## src/rtl/prime_trial_sequencer.sv

```systemverilog
// Trial-division primality sequencer. Takes one candidate N, issues N mod d
// requests to an external is-zero divider for d = 2, 3, 5, 7, ... while
// d*d <= N, and reports primality plus the smallest factor found.
module prime_trial_sequencer #(
  parameter int unsigned WIDTH = 32
) (
  input  logic             i_clk,
  input  logic             i_rst_n,
  // candidate in
  input  logic             i_cand_valid,
  output logic             o_cand_ready,
  input  logic [WIDTH-1:0] i_cand_n,
  // verdict out
  output logic             o_res_valid,
  input  logic             i_res_ready,
  output logic             o_res_prime,
  output logic [WIDTH-1:0] o_res_factor,
  // divider request
  output logic             o_div_valid,
  input  logic             i_div_ready,
  output logic [WIDTH-1:0] o_div_a,
  output logic [WIDTH-1:0] o_div_b,
  // divider response
  input  logic             i_div_y,
  input  logic             i_div_done,
  output logic             o_div_ack
);

  typedef enum logic [2:0] {
    StIdle,
    StCheck,
    StIssue,
    StWait,
    StDone
  } state_e;

  state_e           r_state, w_state_next;
  logic [WIDTH-1:0] r_n, w_n_next;
  logic [WIDTH-1:0] r_d, w_d_next;
  logic             r_prime, w_prime_next;
  logic [WIDTH-1:0] r_factor, w_factor_next;

  // d*d at double width so the loop bound never wraps
  logic [2*WIDTH-1:0] w_dd;
  logic [2*WIDTH-1:0] w_n_ext;
  logic               w_n_small;
  logic               w_d_past_root;

  assign w_dd          = {{WIDTH{1'b0}}, r_d} * {{WIDTH{1'b0}}, r_d};
  assign w_n_ext       = {{WIDTH{1'b0}}, r_n};
  assign w_n_small     = (r_n < WIDTH'(2));
  assign w_d_past_root = (w_dd > w_n_ext);

  // State and datapath registers; reset clears everything to idle values.
  always_ff @(posedge i_clk or negedge i_rst_n) begin
    if (!i_rst_n) begin
      r_state  <= StIdle;
      r_n      <= '0;
      r_d      <= '0;
      r_prime  <= 1'b0;
      r_factor <= '0;
    end else begin
      r_state  <= w_state_next;
      r_n      <= w_n_next;
      r_d      <= w_d_next;
      r_prime  <= w_prime_next;
      r_factor <= w_factor_next;
    end
  end

  // Next-state and datapath update; verdict registers change only on a decision.
  always_comb begin
    w_state_next  = r_state;
    w_n_next      = r_n;
    w_d_next      = r_d;
    w_prime_next  = r_prime;
    w_factor_next = r_factor;
    case (r_state)
      StIdle: begin
        if (i_cand_valid) begin
          w_n_next     = i_cand_n;
          w_d_next     = WIDTH'(2);
          w_state_next = StCheck;
        end
      end
      StCheck: begin
        if (w_n_small) begin
          w_prime_next  = 1'b0;
          w_factor_next = '0;
          w_state_next  = StDone;
        end else if (w_d_past_root) begin
          w_prime_next  = 1'b1;
          w_factor_next = '0;
          w_state_next  = StDone;
        end else begin
          w_state_next = StIssue;
        end
      end
      StIssue: begin
        if (i_div_ready) begin
          w_state_next = StWait;
        end
      end
      StWait: begin
        if (i_div_done) begin
          if (i_div_y) begin
            w_prime_next  = 1'b0;
            w_factor_next = r_d;
            w_state_next  = StDone;
          end else begin
            // after 2 only odd divisors are worth trying
            w_d_next     = (r_d == WIDTH'(2)) ? WIDTH'(3) : r_d + WIDTH'(2);
            w_state_next = StCheck;
          end
        end
      end
      StDone: begin
        if (i_res_ready) begin
          w_state_next = StIdle;
        end
      end
      default: begin
        w_state_next = StIdle;
      end
    endcase
  end

  // Handshake outputs decode the registered state only.
  assign o_cand_ready = (r_state == StIdle);
  assign o_res_valid  = (r_state == StDone);
  assign o_div_valid  = (r_state == StIssue);
  assign o_div_ack    = (r_state == StWait);
  assign o_res_prime  = r_prime;
  assign o_res_factor = r_factor;
  assign o_div_a      = r_n;
  assign o_div_b      = r_d;

endmodule

```

## config.mk

```make
export PLATFORM = sky130hd
export DESIGN_NAME = prime_trial_sequencer
export DESIGN_NICKNAME = d
export VERILOG_FILES = /design/src/rtl/prime_trial_sequencer.sv
export SDC_FILE = /design/constraint.sdc
export NUM_CORES = 2
export LEC_CHECK = 0
export ABC_AREA = 1
export BUFFER_PORTS_ARGS = -buffer_cell sky130_fd_sc_hd__buf_2
export CAP_MARGIN = 40
export CORE_ASPECT_RATIO = 0.75
export CORE_MARGIN = 2
export CORE_UTILIZATION = 60
export CTS_BUF_LIST = sky130_fd_sc_hd__clkbuf_16
export CTS_CLUSTER_DIAMETER = 30
export CTS_CLUSTER_SIZE = 25
export DETAILED_ROUTE_END_ITERATION = 16
export PLACE_DENSITY_LB_ADDON = 0.15
export SLEW_MARGIN = 15
export SYNTH_ARGS = -nofsm -noshare
export SYNTH_HDL_FRONTEND = slang
export SYNTH_SLANG_ARGS = --single-unit
export TNS_END_PERCENT = 100
```

## constraint.sdc

```tcl
create_clock -name i_clk -period 19.1 [get_ports i_clk]
set_input_delay 0.955 -clock i_clk [delete_from_list [all_inputs] [get_ports i_clk]]
set_output_delay 0.955 -clock i_clk [all_outputs]
set_load 0.02 [all_outputs]
```

==> metrics.csv <==
stage,metric,value,unit
clocking,cts-resized-gates,0,
worst_hold_path,hold_class,register to register,
synth,synth_top_cell_by_area,fa_1,
timing,fin_crit,9.886,ns
synth,yosys_warnings,0,
power_and_ir_drop,p_leak,25.12,nW
global_route,grt_start_max_net_pins,63,
cells_and_area,multiInputGateArea,27740,sq um
critical_path,start_kind,register,
placement,port_buffers,139,
synth,syn-cell-area,36560,sq um
placement,dp_hpwl,89690,um
power_and_ir_drop,powerDensity,30.32,nW/um^2
synth,synth-async-reset-ratio,100.0,%
timing,rsz0062_at_grt,no,
synth,avgSynthCellArea,7.787,sq um
clocking,clkLatencyLatePin,0.41,ns
critical_path,crit_type,register to register,
critical_path,crit_path_max_fanout,35,
timing,fin_ws,9.214,ns
cells_and_area,mostFrequentLayoutCells,"inv_1, nand2_1, fa_1, ha_1, nor2_1",
cells_and_area,drive_gt1_share,4.739,%
critical_path,slowest_stage,dfrtp_1,
clocking,clk_pin_slew,0.09,ns
critical_path,r2r_slack,9.21,ns
clocking,cts_sinks,100,
synth,ys_seq_area_share,6.845,%
detailed_routing,drt-wirelength-per-cell,19.24,um
timing,setup_tns,0,ns
detailed_routing,ant_nets,0,
cells_and_area,instances_no_fill,5549,
floorplan,start_util,60.62,%
synth,synthTopCellsByArea,"fa_1, inv_1, nand2_1, ha_1, dfrtp_1",
detailed_routing,viasPerCell,5.225,
power_and_ir_drop,vdd_drop_max,0.06074,mV
cells_and_area,nets,5895,
clocking,htreeDepth,3,
floorplan,die_y,217.8,um
detailed_routing,drt_iter0_drc,2792,
cells_and_area,final-seq-area,2504,sq um
cells_and_area,fin_area,38350,sq um
cells_and_area,final_common_cell,inv_1,
floorplan,dieArea,62940,sq um
timing,finalSetupViolCount,0,
worst_hold_path,hold_depth,2,
clocking,root_buffer,clkbuf_16,
cells_and_area,area_growth,4.887,%
clocking,cts_made_buffers,9,
critical_path,endpoint_kind,register,
critical_path,cpPeakStageDelay,0.89,ns
global_route,grt_pass1_wl,171300,um
synth,syn_nets,5847,
detailed_routing,finalWirelength,106700,um
clocking,cts_tree,yes,
clocking,cts.path.max_buffers,2,
detailed_routing,drt_pre_antenna_iters,6,
synth,yosysUniqueCellTypes,45,
global_route,grt_use_total,36.30,%
cells_and_area,fillCellCount,5419,
timing,drv_slew,0,
floorplan,io_pins,140,
global_route,grt_pass1_vias,29690,
timing,slew-limit-headroom,40.23,%
synth,ys_seq_elements,100,
timing,finalCritPeriodShare,51.76,%
floorplan,core,60310,sq um
critical_path,r2r_cells,42,
synth,synthCells,4695,
job,max_cap_violations,0,
detailed_routing,drc,0,
global_route,antenna_found_initial,1,
synth,synth-edff-count,0,
run_status,run_status,finished clean,
global_route,grt.overflow.total,0,
synth,ys.flop_type,dfrtp_1,
synth,synth_top_area_share,43.92,%
placement,place_congestion,1.001,
timing,fin_worst_skew,0.01585,ns
timing,clock.fmax,0.1011,GHz
floorplan,fp-row-count,78,
floorplan,dieWidth,289.0,um
placement,placed_area,38030,sq um
timing,tightest_slew,0.8966,ns
critical_path,critPathMostFrequentCell,nand2_1,
placement,post-place-ws,9.494,ns
detailed_routing,via_count,28990,
timing,hold_viol_final,0,
clocking,postCtsSetupRepairBufs,0,
clocking,holdBufCountCts,0,
placement,placedCellCount,5531,
critical_path,crit_required,19.40,ns
critical_path,crit_arrival,10.19,ns
-- kinds of logic (layout without fill, tap and decap cells) --
| family | after synthesis | after routing | synth area share [%] |
|---|---|---|---|
| AOI/OAI and AO/OA | 185 | 185 | 2.755 |
| xor gates and xnor gates | 57 | 57 | 1.366 |
| adders and majority gates | 1113 | 1113 | 54.56 |
| buffers and inverters | 1677 | 1730 | 17.31 |
| DFF | 100 | 100 | 6.845 |
| muxes | 2 | 2 | 0.06160 |
| other | 0 | 1 | 0 |
| and+or+nand+nor | 1561 | 1561 | 17.11 |
-- state kept, by name, indices dropped and copies added (netlist names) --
name / flops
o_div_b: 32
r_state: 3
o_div_a: 32
o_res_factor: 32
o_res_prime: 1
-- through the flow --
step	hold slack [ns]	utilization (%)	total power, mW
floorplan	0.6066	-	0.6997
global placement	0.4778	62.95	0.9181
detailed placement	0.4834	63.05	0.9375
CTS	0.5046	63.55	1.150
global route	0.5275	63.58	1.234
finish	0.5020	63.58	1.163
-- synthesized netlist by cell type, types with 3 or more instances --
library cell  count
clkbuf_1        109
nor3_1           22
nand3b_1          8
buf_1            24
ha_1            311
a21oi_1         119
buf_6             3
nor2_2            3
xor2_1           44
and2_1            3
or2_2             6
fa_1            802
o21a_1            4
nand2_1        1168
o21ai_0          35
nand3_1         106
nand4_1          25
nor2_1          193
xnor2_1          13
nand2_2           3
o21bai_1         10
inv_1          1532
dfrtp_1         100
buf_2             6
a21o_1            5
nor4_1           13
-- final timing paths --
kind,start,end
setup / recovery,o_div_b[4]$_DFFE_PN0P_,o_res_prime$_DFFE_PN0P_
hold / removal,o_res_factor[10]$_DFFE_PN0P_,o_res_factor[10]$_DFFE_PN0P_
setup reg to reg,o_div_b[4]$_DFFE_PN0P_,o_res_prime$_DFFE_PN0P_
hold reg to reg,o_res_factor[10]$_DFFE_PN0P_,o_res_factor[10]$_DFFE_PN0P_
max in group asynchronous,i_rst_n,o_res_factor[17]$_DFFE_PN0P_
min in group asynchronous,i_rst_n,o_div_a[28]$_DFFE_PN0P_
-- layer usage --
metal  GRT usage (%)  routed length (um)  up-vias
li1                -                   -    13310
met1           55.81               47670    14130
met2           50.25               43540     1443
met3           12.68               14100      107
met4           5.430                1393        4
met5               0                  33        -
-- critical path, delay by kind of cell, from the launching register on --
kind / cells / cell delay, ns
fa+ha+maj: 10 / 4.79
simple gates: 22 / 2.61
flops: 1 / 0.89
buf+inv: 7 / 0.87
xor+xnor: 1 / 0.37
compound gates: 2 / 0.21
-- final cells by class --
class,count,share of cell area (%)
antenna,1,0.006526
clock buffer,9,0.5873
clock inverter,7,0.1990
inverter,1535,15.03
multi-input combinational,2918,72.33
sequential,100,6.529
tap,800,2.610
timing repair buffer,179,2.708
-- power by group --
| group | total [mW] | switching [mW] | leakage [nW] | internal (mW) |
|---|---|---|---|---|
| logic | 0.635 | 0.442 | 23.7 | 0.193 |
| clock network | 0.210 | 0.117 | 0.148 | 0.0934 |
| registers | 0.318 | 0.0544 | 1.28 | 0.263 |
| total | 1.16 | 0.613 | 25.1 | 0.550 |
Note: power is estimated with default switching activity, not from simulation.
